**src/rtl/draw_rect_img.sv**
```systemverilog
// draw_rect_img: overlays an IMG_W x IMG_H bitmap onto the VGA pixel stream at a
// per-frame latched position (xpos, ypos). It drives a 1-cycle registered image ROM
// through pixel_addr and merges the returned rgb_pixel with the background colour.
// All timing signals are delayed 3 clocks so that sync/blank stay aligned with rgb_out.
//
// Optional feature macro: DRAW_TRANSPARENT_KEY_EN
//   defined     -> ROM pixels equal to KEY_RGB are transparent (background shows)
//   not defined -> every in-rectangle pixel shows the ROM colour, KEY_RGB unused

module draw_rect_img #(
  parameter int          IMG_W   = 48,
  parameter int          IMG_H   = 64,
  parameter logic [11:0] KEY_RGB = 12'hF0F
) (
  input  logic        clk,
  input  logic        rst,
  input  logic [10:0] hcount_in,
  input  logic [10:0] vcount_in,
  input  logic        hsync_in,
  input  logic        vsync_in,
  input  logic        hblnk_in,
  input  logic        vblnk_in,
  input  logic [11:0] rgb_in,
  input  logic [10:0] xpos,
  input  logic [10:0] ypos,
  input  logic [11:0] rgb_pixel,
  output logic [11:0] pixel_addr,
  output logic [10:0] hcount_out,
  output logic [10:0] vcount_out,
  output logic        hsync_out,
  output logic        vsync_out,
  output logic        hblnk_out,
  output logic        vblnk_out,
  output logic [11:0] rgb_out
);

  // Bitmap extents widened to 12 bits so that "left edge + size" never wraps.
  localparam logic [11:0] IMG_W12 = 12'(IMG_W);
  localparam logic [11:0] IMG_H12 = 12'(IMG_H);

  // ---------------------------------------------------------------------------
  // Helper functions
  // ---------------------------------------------------------------------------

  // True when pos lies in [lo, lo+size). Evaluated 12 bits wide: an image that
  // runs past the end of the counter range is clipped instead of wrapping to 0.
  function automatic logic in_span(input logic [10:0] pos,
                                   input logic [10:0] lo,
                                   input logic [11:0] size);
    logic [11:0] pos_ext;
    logic [11:0] lo_ext;
    logic [11:0] hi_ext;
    pos_ext = {1'b0, pos};
    lo_ext  = {1'b0, lo};
    hi_ext  = lo_ext + size;
    return (pos_ext >= lo_ext) && (pos_ext < hi_ext);
  endfunction

  // Low 6 bits of (a - b); only the low bits of each operand affect the result,
  // so the subtraction is done on the 6-bit slices directly.
  function automatic logic [5:0] offset6(input logic [5:0] a,
                                         input logic [5:0] b);
    return a - b;
  endfunction

  // ---------------------------------------------------------------------------
  // Latched image position
  // ---------------------------------------------------------------------------
  logic [10:0] r_xpos_l;
  logic [10:0] r_ypos_l;
  logic        w_frame_start;

  assign w_frame_start = (hcount_in == 11'd0) && (vcount_in == 11'd0);

  // Capture the requested position once per frame so the image never tears.
  always_ff @(posedge clk) begin
    if (rst) begin
      r_xpos_l <= 11'd0;
      r_ypos_l <= 11'd0;
    end else if (w_frame_start) begin
      r_xpos_l <= xpos;
      r_ypos_l <= ypos;
    end else begin
      r_xpos_l <= r_xpos_l;
      r_ypos_l <= r_ypos_l;
    end
  end

  // ---------------------------------------------------------------------------
  // Rectangle hit test and ROM address (combinational, stage 1 inputs)
  // ---------------------------------------------------------------------------
  logic        w_in_rect;
  logic [5:0]  w_addr_x;
  logic [5:0]  w_addr_y;
  logic [11:0] w_addr;

  // Decide whether the incoming pixel falls inside the visible bitmap area.
  always_comb begin
    w_in_rect = 1'b0;
    w_addr_x  = offset6(hcount_in[5:0], r_xpos_l[5:0]);
    w_addr_y  = offset6(vcount_in[5:0], r_ypos_l[5:0]);
    w_addr    = 12'h000;
    if (!hblnk_in && !vblnk_in) begin
      w_in_rect = in_span(hcount_in, r_xpos_l, IMG_W12) &&
                  in_span(vcount_in, r_ypos_l, IMG_H12);
    end else begin
      w_in_rect = 1'b0;
    end
    if (w_in_rect) begin
      w_addr = {w_addr_y, w_addr_x};
    end else begin
      w_addr = 12'h000;
    end
  end

  // ---------------------------------------------------------------------------
  // Stage 1: timing delay, hit flag, background colour, ROM address
  // ---------------------------------------------------------------------------
  logic [10:0] r_hcount_d1;
  logic [10:0] r_vcount_d1;
  logic        r_hsync_d1;
  logic        r_vsync_d1;
  logic        r_hblnk_d1;
  logic        r_vblnk_d1;
  logic        r_in_rect_d1;
  logic [11:0] r_rgb_d1;
  logic [11:0] r_pixel_addr;

  // First pipeline stage; the address goes straight to the ROM from here.
  always_ff @(posedge clk) begin
    if (rst) begin
      r_hcount_d1  <= 11'd0;
      r_vcount_d1  <= 11'd0;
      r_hsync_d1   <= 1'b0;
      r_vsync_d1   <= 1'b0;
      r_hblnk_d1   <= 1'b0;
      r_vblnk_d1   <= 1'b0;
      r_in_rect_d1 <= 1'b0;
      r_rgb_d1     <= 12'h000;
      r_pixel_addr <= 12'h000;
    end else begin
      r_hcount_d1  <= hcount_in;
      r_vcount_d1  <= vcount_in;
      r_hsync_d1   <= hsync_in;
      r_vsync_d1   <= vsync_in;
      r_hblnk_d1   <= hblnk_in;
      r_vblnk_d1   <= vblnk_in;
      r_in_rect_d1 <= w_in_rect;
      r_rgb_d1     <= rgb_in;
      r_pixel_addr <= w_addr;
    end
  end

  assign pixel_addr = r_pixel_addr;

  // ---------------------------------------------------------------------------
  // Stage 2: wait for the ROM's registered read
  // ---------------------------------------------------------------------------
  logic [10:0] r_hcount_d2;
  logic [10:0] r_vcount_d2;
  logic        r_hsync_d2;
  logic        r_vsync_d2;
  logic        r_hblnk_d2;
  logic        r_vblnk_d2;
  logic        r_in_rect_d2;
  logic [11:0] r_rgb_d2;

  // Second stage keeps everything in step with the ROM data arriving next cycle.
  always_ff @(posedge clk) begin
    if (rst) begin
      r_hcount_d2  <= 11'd0;
      r_vcount_d2  <= 11'd0;
      r_hsync_d2   <= 1'b0;
      r_vsync_d2   <= 1'b0;
      r_hblnk_d2   <= 1'b0;
      r_vblnk_d2   <= 1'b0;
      r_in_rect_d2 <= 1'b0;
      r_rgb_d2     <= 12'h000;
    end else begin
      r_hcount_d2  <= r_hcount_d1;
      r_vcount_d2  <= r_vcount_d1;
      r_hsync_d2   <= r_hsync_d1;
      r_vsync_d2   <= r_vsync_d1;
      r_hblnk_d2   <= r_hblnk_d1;
      r_vblnk_d2   <= r_vblnk_d1;
      r_in_rect_d2 <= r_in_rect_d1;
      r_rgb_d2     <= r_rgb_d1;
    end
  end

  // ---------------------------------------------------------------------------
  // Colour merge
  // ---------------------------------------------------------------------------
  logic        w_use_pixel;
  logic [11:0] w_rgb_merged;

`ifdef DRAW_TRANSPARENT_KEY_EN
  // Key-coloured ROM pixels let the background through.
  assign w_use_pixel = r_in_rect_d2 && (rgb_pixel != KEY_RGB);
`else
  // Opaque build: the key colour is drawn like any other ROM colour.
  logic w_unused_key;
  assign w_unused_key = ^KEY_RGB;
  assign w_use_pixel  = r_in_rect_d2;
`endif

  // Choose between bitmap and background for the pixel leaving stage 2.
  always_comb begin
    w_rgb_merged = r_rgb_d2;
    if (w_use_pixel) begin
      w_rgb_merged = rgb_pixel;
    end else begin
      w_rgb_merged = r_rgb_d2;
    end
  end

  // ---------------------------------------------------------------------------
  // Stage 3: registered outputs
  // ---------------------------------------------------------------------------
  logic [10:0] r_hcount_out;
  logic [10:0] r_vcount_out;
  logic        r_hsync_out;
  logic        r_vsync_out;
  logic        r_hblnk_out;
  logic        r_vblnk_out;
  logic [11:0] r_rgb_out;

  // Output stage; every output is exactly three clocks behind its input.
  always_ff @(posedge clk) begin
    if (rst) begin
      r_hcount_out <= 11'd0;
      r_vcount_out <= 11'd0;
      r_hsync_out  <= 1'b0;
      r_vsync_out  <= 1'b0;
      r_hblnk_out  <= 1'b0;
      r_vblnk_out  <= 1'b0;
      r_rgb_out    <= 12'h000;
    end else begin
      r_hcount_out <= r_hcount_d2;
      r_vcount_out <= r_vcount_d2;
      r_hsync_out  <= r_hsync_d2;
      r_vsync_out  <= r_vsync_d2;
      r_hblnk_out  <= r_hblnk_d2;
      r_vblnk_out  <= r_vblnk_d2;
      r_rgb_out    <= w_rgb_merged;
    end
  end

  assign hcount_out = r_hcount_out;
  assign vcount_out = r_vcount_out;
  assign hsync_out  = r_hsync_out;
  assign vsync_out  = r_vsync_out;
  assign hblnk_out  = r_hblnk_out;
  assign vblnk_out  = r_vblnk_out;
  assign rgb_out    = r_rgb_out;

endmodule
```
**config.mk**
```make
export PLATFORM = sky130hd
export DESIGN_NAME = draw_rect_img
export DESIGN_NICKNAME = d
export VERILOG_FILES = /design/src/rtl/draw_rect_img.sv
export SDC_FILE = /design/constraint.sdc
export NUM_CORES = 1
export LEC_CHECK = 0
export BUFFER_PORTS_ARGS = -buffer_cell sky130_fd_sc_hd__buf_2
export CAP_MARGIN = 30
export CELL_PAD_IN_SITES_DETAIL_PLACEMENT = 1
export CELL_PAD_IN_SITES_GLOBAL_PLACEMENT = 1
export CORE_MARGIN = 2
export CORE_UTILIZATION = 41
export CTS_CLUSTER_SIZE = 14
export DETAILED_ROUTE_END_ITERATION = 6
export GPL_TIMING_DRIVEN = 0
export PLACE_DENSITY_LB_ADDON = 0.1
export SLEW_MARGIN = 20
export SYNTH_ARGS = -nofsm -noshare
export SYNTH_HDL_FRONTEND = slang
export SYNTH_SLANG_ARGS = --single-unit
```
**constraint.sdc**
```tcl
create_clock -name clk -period 2.6 [get_ports clk]
set_input_delay 0.39 -clock clk [delete_from_list [all_inputs] [get_ports clk]]
set_output_delay 0.39 -clock clk [all_outputs]
set_load 0.01 [all_outputs]
```
==> impl_metrics.json, run 1 <==
{
  "via_per_inst": 4.84,
  "critPathTopFamily": "adder cells",
  "hp-start": "rgb_in[4]",
  "syn_area_um2": 5670,
  "grt_pass1_vias": 4464,
  "portBuffers": 123,
  "die_area_um2": 14800,
  "tightest_slew_ns": 0.889,
  "fillCellCount": 1538,
  "clock_skew_ns": 0.00725,
  "crit_fanout": 10,
  "powerDensity_nw_per_um2": 748,
  "postCtsSetupBuffers": 0,
  "synth_top_area_share_pct": 53.0,
  "clk_path_buf_depth": 2,
  "gp_congestion": 0.831,
  "numCtsBuffers": 17,
  "cts_sinks": 150,
  "start_kind": "register",
  "reg2reg_slack_ns": 0.20,
  "yosysUniqueCellTypes": 47,
  "ctsHoldBuffers": 0,
  "power_mw": 5.39,
  "postRouteAntennaNets": 0,
  "initial_utilization_pct": 42.3,
  "synth-edff-count": 0,
  "min_to": "r_rgb_d1[4]",
  "crit_buf_inv": 2,
  "reg2reg_from": "r_xpos_l[4]",
  "ctsResizeCount": 7,
  "syn-instance-count": 534,
  "slowest_delay_ns": 0.39,
  "ys_top_cells_by_area": "dfxtp_1, nor2b_1, ha_1, mux2i_1, nor2_1",
  "vias": 4188,
  "h-tree-depth": 4,
  "synth_warnings": 0,
  "setup_viol_count_final": 0,
  "yosysSeqAreaShare_pct": 53.0,
  "routed_wl_um": 13800,
  "r2r-end": "pixel_addr[2]",
  "grt_pass1_wl_um": 22500,
  "clk_pin_slew_ns": 0.06,
  "status": "finished, final reports clean",
  "drive_above_1_share_pct": 27.9,
  "place_inst": 833,
  "synth_ff_type": "dfxtp_1",
  "crit_type": "register to register",
  "cp.required_ns": 2.89,
  "fmax_ghz": 0.417,
  "die_width_um": 122,
  "clock_latency_ns": 0.42,
  "reg2reg_depth": 10,
  "io_pins": 124,
  "maxSlewHeadroom_pct": 40.7,
  "rsz0062_at_grt": "no",
  "fin_cells": 865,
  "cts_tree": "done",
  "ys_ff_latch": 150,
  "maxCapViolCount": 0,
  "seq_power_share_pct": 44.2,
  "worstPathCellList": "inv_1, ha_1, xor2_1, ha_1, nand2_1, nor3b_1, o21ai_1, a21oi_2, buf_2, nor4_1",
  "intPower_mw": 4.19,
  "crit_path_frequent_cell": "ha_1",
  "die_y_um": 122,
  "cts-root-buf": "clkbuf_16",
  "grt_max_degree": 17,
  "combPwrFrac_pct": 6.4,
  "avgSynthCellArea_um2": 10.6,
  "hold_depth": 2,
  "area_delta_synth_final_pct": 27.3,
  "gr-total-overflow": 0,
  "drc_errors": 0,
  "yosysTopAreaCell": "dfxtp_1",
  "fin_crit_sh_pct": 92.1,
  "async_flop_share_pct": 0,
  "leakage_nw": 3.00,
  "syn-num-nets": 646,
  "cp-end-kind": "register",
  "core-area_um2": 13400,
  "nets": 788,
  "crit_start": "r_xpos_l[4]",
  "hp-class": "primary input to register",
  "power_switching_mw": 1.20,
  "hold_violations": 0,
  "drtIter0Drc": 140,
  "power.share.clock_pct": 49.3,
  "slowest_stage": "dfxtp_2",
  "p_sw_share_pct": 22.3,
  "antenna_found_initial": 0,
  "core.rowCount": 42,
  "wire_per_inst_um": 16.0,
  "antenna_cells": 0,
  "grt_usage_pct": 20.1,
  "dp_hpwl_um": 10500,
  "ir_drop_v": 0.000445,
  "dr.pass1.iters": 4,
  "crit_arrival_ns": 2.68,
  "drv_slew": 0,
  "min_period_ns": 2.40
}
flip-flops by register name, indices dropped and copies added, names as in the netlist, 12 cells and up:
signal	cells
pixel_addr	12
r_rgb_d1	12
r_rgb_d2	12
rgb_out	12
logic make-up (layout without fill, tap and decap cells):
| group | count (synthesis) | after routing | share of synthesized area (%) |
|---|---|---|---|
| simple gates | 198 | 198 | 20.4 |
| compound gates | 50 | 50 | 5.87 |
| fa+ha+maj | 38 | 38 | 8.65 |
| flops | 150 | 150 | 53.0 |
| buf+inv | 51 | 206 | 4.06 |
| mux | 35 | 35 | 6.18 |
| xor+xnor | 12 | 12 | 1.85 |
power groups by stage:
stage	registers (mW)	clock network, mW	logic, mW
floorplan	2.44	0	0.181
global placement	2.43	0	0.328
detailed placement	2.44	0	0.340
CTS	2.39	2.71	0.348
global route	2.39	2.82	0.389
finish	2.39	2.66	0.348
placed cells by master, fill, tap and decap left out, types with 3 or more instances in the layout:
cell,netlist,layout
nor4_1,14,9
dfxtp_1,150,148
ha_1,36,36
bufinv_16,0,4
clkinvlp_4,0,3
xnor2_1,8,8
o21ai_1,8,8
clkbuf_1,13,12
nand3_1,5,5
nor2_1,36,36
nor3_1,6,4
inv_6,0,3
nor4_2,0,5
clkbuf_16,0,17
nor2b_1,104,104
a211oi_1,3,3
o21a_1,3,3
nor2_2,15,15
buf_2,1,125
o211ai_1,3,3
mux2i_1,35,35
inv_1,29,29
a21oi_1,11,10
o21ai_0,4,4
nand2_1,3,3
xor2_1,4,4
a21o_1,3,3
nand4_1,5,5
buf_1,3,3
synth_stat cells, types with 3 or more instances:
| master | number |
|---|---|
| a211oi_1 | 3 |
| a21o_1 | 3 |
| a21oi_1 | 11 |
| buf_1 | 3 |
| clkbuf_1 | 13 |
| dfxtp_1 | 150 |
| ha_1 | 36 |
| inv_1 | 29 |
| mux2i_1 | 35 |
| nand2_1 | 3 |
| nand3_1 | 5 |
| nand4_1 | 5 |
| nor2_1 | 36 |
| nor2_2 | 15 |
| nor2b_1 | 104 |
| nor3_1 | 6 |
| nor4_1 | 14 |
| o211ai_1 | 3 |
| o21a_1 | 3 |
| o21ai_0 | 4 |
| o21ai_1 | 8 |
| xnor2_1 | 8 |
| xor2_1 | 4 |
worst max-delay path by stage:
stage / end / slack, ns / cells past startpoint
2_1_floorplan: pixel_addr[9] / 0.41 / 10
3_3_place_gp: pixel_addr[11] / 0.02 / 9
3_5_place_dp: pixel_addr[4] / -0.08 / 10
4_1_cts: pixel_addr[9] / 0.04 / 10
5_1_grt: pixel_addr[4] / 0.05 / 9
6_report: pixel_addr[2] / 0.20 / 10
cell type report:
cell class | instances | area [um2] | share of cell area, %
clock buffers | 19 | 453 | 6.28
inverters | 30 | 113 | 1.56
plain buffers | 21 | 119 | 1.65
repair buffers | 123 | 616 | 8.53
flip-flops and latches | 150 | 3010 | 41.6
well taps | 176 | 220 | 3.05
clock inverters | 13 | 194 | 2.69
multi-input cells | 333 | 2500 | 34.6
through the flow:
step / TNS, ns / setup WS [ns] / cell area [um2] / util (%) / hold WS, ns
6_report: 0 / 0.204 / 7220 / 53.9 / 0.170
3_3_place_gp: 0 / 0.0171 / 6510 / 48.6 / 0.416
3_5_place_dp: -0.373 / -0.0841 / 6510 / 48.6 / 0.428
4_1_cts: 0 / 0.0449 / 7170 / 53.5 / 0.155
5_1_grt: 0 / 0.0499 / 7220 / 53.9 / 0.154
2_1_floorplan: 0 / 0.411 / 5670 / - / 0.414
per-layer routing:
layer	wire (um)	track usage (%)	vias up
met2	6740	34.0	94
li1	-	-	2070
met1	6270	24.7	2000
met3	571	5.06	24
met5	0	0	-
met4	252	7.54	0
Note: power is estimated with default switching activity, not from simulation.
==> run 2, diff against run 1 <==
Settings changed: ABC_AREA set to 1, CORE_UTILIZATION 41 to 40, SLEW_MARGIN 20 to 30.
==> run 2 against run 1 <==
  * Flip-flop and latch count unchanged
  * Synthesized cell count up 33%
  * Sequential share of layout area down 0.19 points
  * Synthesized area up 2.6%
  * Power down 4.8%
  * Clock power down 10%
  * Critical path depth up 6
  * First-iteration DRC count down 20%
  * Wire length up 2.0%
  * Design area up 0.36%
  * Sequential power about the same
  * Largest cell class unchanged
  * Largest power group is now sequential cells
==> impl_metrics.json, run 2 <==
{
  "start_kind": "register",
  "numCtsBuffers": 17,
  "tightest_slew_ns": 0.657,
  "die_width_um": 125,
  "fin_crit_sh_pct": 91.1,
  "slowest_stage": "or2_2",
  "synth_commonest_cells": "inv_1, dfxtp_1, nor2_1",
  "async_flop_share_pct": 0,
  "fillCellCount": 1789,
  "yosysUniqueCellTypes": 32,
  "clock_skew_ns": 0.00579,
  "synth_warnings": 0,
  "drive_above_1_share_pct": 21.0,
  "tns_ns": 0,
  "clk_path_buf_depth": 2,
  "core-area_um2": 14400,
  "clk_pin_slew_ns": 0.06,
  "multiInputGateArea_um2": 2140,
  "setup_viol_count_final": 0,
  "nets": 965,
  "wire_per_inst_um": 13.4,
  "avgSynthCellArea_um2": 8.18,
  "drc_errors": 0,
  "maxSlewHeadroom_pct": 56.2,
  "dp_hpwl_um": 11000,
  "hold_violations": 0,
  "cts_tree": "done",
  "crit_buf_inv": 4,
  "dr.pass1.iters": 4,
  "dpl_worst_slack_ns": 0.198,
  "leakage_nw": 3.53,
  "grt_pass1_vias": 5077,
  "maxCapViolCount": 0,
  "min_period_ns": 2.37,
  "final_cell_mix": "inv_1, dfxtp_1, buf_2",
  "hp-class": "primary input to register",
  "area_delta_synth_final_pct": 24.5,
  "antenna_found_initial": 0,
  "cp.required_ns": 2.91,
  "power_mw": 5.14,
  "critPathTopFamily": "simple AND/OR/NAND/NOR gates",
  "syn-num-nets": 823,
  "crit_type": "register to register",
  "via_per_inst": 4.46,
  "grt_usage_pct": 19.4,
  "ys_top_cells_by_area": "dfxtp_1, inv_1, nor2_1, ha_1, nand2_1",
  "postCtsSetupBuffers": 0,
  "drtIter0Drc": 112,
  "drv_slew": 0,
  "cts_sinks": 150,
  "slowest_delay_ns": 0.34,
  "cts-root-buf": "clkbuf_16",
  "hold_slack_ns": 0.172,
  "crit_path_frequent_cell": "nand2_1",
  "ys_ff_latch": 150,
  "layout.cells.most_common": "inv_1",
  "h-tree-depth": 4,
  "synth.most_common_cell": "inv_1",
  "yosysSeqAreaShare_pct": 51.6,
  "synth_top_area_share_pct": 51.6,
  "crit_fanout": 10,
  "portBuffers": 123,
  "clock_latency_ns": 0.42,
  "routed_wl_um": 14100,
  "gr-total-overflow": 0,
  "syn-instance-count": 711,
  "grt_max_degree": 17,
  "fmax_ghz": 0.422,
  "crit_arrival_ns": 2.68,
  "gp_congestion": 0.815,
  "synth-edff-count": 0,
  "cp-end-kind": "register",
  "core.rowCount": 44,
  "yosysTopAreaCell": "dfxtp_1",
  "vias": 4683,
  "die_y_um": 125,
  "ir_drop_v": 0.000508,
  "grt_pass1_wl_um": 23900,
  "io_pins": 124,
  "initial_utilization_pct": 40.5,
  "powerDensity_nw_per_um2": 709,
  "synth_ff_type": "dfxtp_1",
  "postRouteAntennaNets": 0,
  "rsz0062_at_grt": "no",
  "syn_area_um2": 5820,
  "antenna_cells": 0,
  "fin_ws_ns": 0.231,
  "status": "finished, final reports clean",
  "seqCellArea_um2": 3000,
  "die_area_um2": 15500,
  "worstPathCellList": "inv_1, ha_1, or2_2, o21ai_0, o21ai_0, ha_1, nand2_1, inv_1, nand2_1, nand2_1, nand2_1, nand2_1, inv_1, nand2_2, buf_6, nor2_2"
}
## run 2: changes by cell type in the layout (fill, tap and decap cells not counted), sizes merged, moves of 20 or more
| cell | delta |
|---|---|
| o21bai | +20 |
| a21oi | +35 |
| nor2 | +81 |
| nor2b | -105 |
| mux2i | -35 |
| inv | +124 |
| nand2 | +90 |
## run 2: cells by family (layout without fill, tap and decap cells)
kind of cell             after synthesis  in the layout  share of synthesized area, %
adder cells (fa/ha/maj)               38             38                          8.43
flip-flops                           150            150                          51.6
XOR/XNOR                              13             13                          1.96
AND/OR/NAND/NOR                      257            257                          18.5
AO/OA/AOI/OAI                         76             76                          7.81
buffers and inverters                177            332                          11.7
## run 2: path summary, 6_finish.rpt
path	slack, ns	cells past startpoint	from	end
min	0.17	3	vsync_in	r_vsync_d1
max	0.23	16	r_xpos_l[4]	pixel_addr[9]
max reg2reg	0.23	16	r_xpos_l[4]	pixel_addr[9]
min reg2reg	0.40	2	r_vcount_d2[1]	vcount_out[1]
## run 2: stage by stage
step,utilization [%],cells,cell area [um2]
2_1_floorplan,-,711,5820
3_3_place_gp,46.4,1018,6660
3_5_place_dp,46.4,1018,6660
4_1_cts,50.4,1050,7240
5_1_grt,50.4,1050,7240
6_report,50.4,1050,7240
## run 2: report_power, final
| group | switching, mW | total, mW | internal (mW) |
|---|---|---|---|
| registers | 0.0176 | 2.39 | 2.37 |
| logic | 0.211 | 0.356 | 0.144 |
| clock network | 0.949 | 2.39 | 1.45 |
| total | 1.18 | 5.14 | 3.96 |
## run 2: routing by layer
layer  GRT usage [%]  vias up  wire, um
met5               0        -         0
met4            6.48        0       218
met3            5.07       21       607
met2            34.7       95      7070
met1            22.6     2158      6220
li1                -     2409         -
## run 2: what timing repair did
item,in CTS,in global routing
resized for setup,0,1
setup endpoints to repair,0,10
hold buffers,0,0
## run 2: area by class of cell
type	instances	area share, %
flip-flops and latches	150	41.5
multi-input cells	384	29.5
repair buffers	123	8.50
inverters	155	8.03
clock buffers	22	6.27
well taps	184	3.18
clock inverters	10	1.68
plain buffers	22	1.36
## run 2: worst register-to-register path: stages (launching register included)
cell and delay [ns]:
dfxtp_1 0.33, inv_1 0.09, ha_1 0.22, or2_2 0.34
o21ai_0 0.18, o21ai_0 0.12, ha_1 0.28, nand2_1 0.05
inv_1 0.05, nand2_1 0.04, nand2_1 0.07, nand2_1 0.05
nand2_1 0.06, inv_1 0.04, nand2_2 0.09, buf_6 0.20
nor2_2 0.06
==> run 3, diff against run 2 <==
Settings changed: ABC_AREA 1 to unset, CORE_UTILIZATION 40 to 37.
Clock period 2.6 ns to 2 ns, I/O delays scaled along.
==> run 3 against run 2 <==
  * Core utilization rose by 0.80 points
  * Flip-flop and latch count unchanged
  * Power grew 34%
  * Worst setup slack got worse by 0.47 ns
  * Highest routed layer unchanged
  * The flow now finishes with violations (negative setup slack)
  * Non-clock buffer count increased by 17
==> impl_metrics.json, run 3 (synthesis gave the netlist of run 1 again) <==
{
  "status": "finished, violations left",
  "violations": "negative setup slack",
  "core-area_um2": 15100,
  "antenna_found_initial": 0,
  "clock_latency_ns": 0.42,
  "nets": 806,
  "hold_slack_ns": 0.0950,
  "crit_type": "register to register",
  "gp_congestion": 0.809,
  "clock_skew_ns": 0.00644,
  "crit_arrival_ns": 2.56,
  "cp-end-kind": "register",
  "wire_per_inst_um": 16.4,
  "p_sw_share_pct": 23.1,
  "h-tree-depth": 4,
  "power_mw": 6.91,
  "reg2reg_depth": 9,
  "rsz0062_at_grt": "yes",
  "clk_pin_slew_ns": 0.06,
  "maxCapViolCount": 0,
  "area_delta_synth_final_pct": 36.3,
  "drc_errors": 0,
  "fillCellCount": 1669,
  "maxSlewHeadroom_pct": 51.1,
  "fin_util_pct": 51.2,
  "power.share.clock_pct": 47.4,
  "die_area_um2": 16300,
  "drtIter0Drc": 87,
  "numCtsBuffers": 17,
  "clk_path_buf_depth": 2,
  "hp-class": "primary input to register",
  "crit_fanout": 5,
  "drive_above_1_share_pct": 35.4,
  "fmax_ghz": 0.447,
  "place_inst": 845,
  "powerDensity_nw_per_um2": 894,
  "grt_pass1_vias": 4530,
  "via_per_inst": 4.78,
  "fin_crit_sh_pct": 112,
  "portBuffers": 123,
  "grt_pass1_wl_um": 22900,
  "crit_end": "pixel_addr[7]",
  "io_pins": 124,
  "start_kind": "register",
  "cts_sinks": 150,
  "intPower_mw": 5.31,
  "antenna_cells": 0,
  "cts_tree": "done",
  "grt_usage_pct": 18.3,
  "crit_start": "r_ypos_l[7]",
  "power_switching_mw": 1.59,
  "leakage_nw": 3.15,
  "ir_drop_v": 0.000591,
  "vias": 4275,
  "reg2reg_from": "r_ypos_l[7]",
  "multiInputGateArea_um2": 2820,
  "cts-root-buf": "clkbuf_16",
  "combPwrFrac_pct": 7.8,
  "final_cell_mix": "dfxtp_1, buf_2, nor2b_1",
  "dp_hpwl_um": 10600,
  "tightest_slew_ns": 0.734,
  "fin_ws_ns": -0.236,
  "die_width_um": 128,
  "min_period_ns": 2.24,
  "dr.pass1.iters": 4,
  "drv_slew": 0,
  "seq_power_share_pct": 44.8,
  "r2r-end": "pixel_addr[7]",
  "seqCellArea_um2": 3030,
  "hold_violations": 0,
  "die_y_um": 128,
  "postRouteAntennaNets": 0,
  "cp.required_ns": 2.33,
  "layout.cells.most_common": "dfxtp_1",
  "fin_cells": 894,
  "routed_wl_um": 14700,
  "reg2reg_slack_ns": -0.24,
  "grt_max_degree": 17,
  "dpl_worst_slack_ns": -0.587,
  "initial_utilization_pct": 37.6,
  "core.rowCount": 45,
  "gr-total-overflow": 0,
  "setup_viol_count_final": 13
}
==> run 3: cell count changes in the layout (fill, tap and decap cells not counted), sizes merged, moves of 20 or more <==
cell | previous run | this run
a21oi | 46 | 11
o21bai | 20 | 0
nand2 | 93 | 3
nor2 | 132 | 51
mux2i | 0 | 35
inv | 158 | 34
nor2b | 0 | 105
buf | 131 | 151
==> run 3: critical path: stages (launching register included) <==
cell and delay (ns):
dfxtp_4 0.37, ha_4 0.16, xnor2_1 0.12, ha_1 0.28, o21a_1 0.20, o221a_1 0.23
o21ai_2 0.09, o211ai_1 0.20, buf_4 0.23, nor4_4 0.27
==> run 3: worst min path at each step <==
stage,startpoint,endpoint,slack [ns],depth (start not counted)
after CTS,rgb_in[8],r_rgb_d1[8],0.08,2
after global routing,rgb_in[9],r_rgb_d1[9],0.09,2
after global placement,r_hsync_d1,r_hsync_d2,0.42,1
after floorplan,r_hblnk_d2,hblnk_out,0.41,1
final,rgb_in[8],r_rgb_d1[8],0.09,2
after detailed placement,r_rgb_d1[9],r_rgb_d2[9],0.42,1
==> run 3: timing repair <==
| item | in CTS | in global routing |
|---|---|---|
| setup buffers | 7 | 10 |
| resized for setup | 59 | 34 |
| hold buffers | 0 | 0 |
| gates cloned | 2 | 0 |
| hold endpoints to repair | 0 | 0 |
| pin swaps | 14 | 19 |
| endpoints found under the setup margin | 13 | 13 |
==> run 3: cell type report <==
class / count / share of cell area, %
repair buffers: 141 / 10.0
multi-input cells: 333 / 36.5
well taps: 188 / 3.04
plain buffers: 21 / 1.86
inverters: 30 / 1.52
flip-flops and latches: 150 / 39.2
clock buffers: 18 / 5.68
clock inverters: 13 / 2.17
==> run 3: power by group through the flow <==
stage	clock network [mW]	registers (mW)	logic [mW]
floorplan	0	3.17	0.236
global placement	0	3.16	0.431
finish	3.28	3.09	0.541
detailed placement	0	3.17	0.445
global route	3.48	3.10	0.594
CTS	3.34	3.09	0.498
==> run 3: metal layers <==
metal  global-route usage (%)  wire length, um
met1                     22.0             6550
met3                     4.51              609
met5                        0                0
met2                     31.6             7260
met4                     6.66              264
==> run 3: per-stage QoR <==
stage	cell area [um2]	TNS, ns
2_1_floorplan	5680	-0.0207
4_1_cts	7500	-2.38
3_5_place_dp	6540	-10.36
6_report	7730	-2.20
5_1_grt	7730	-3.35
3_3_place_gp	6540	-8.60
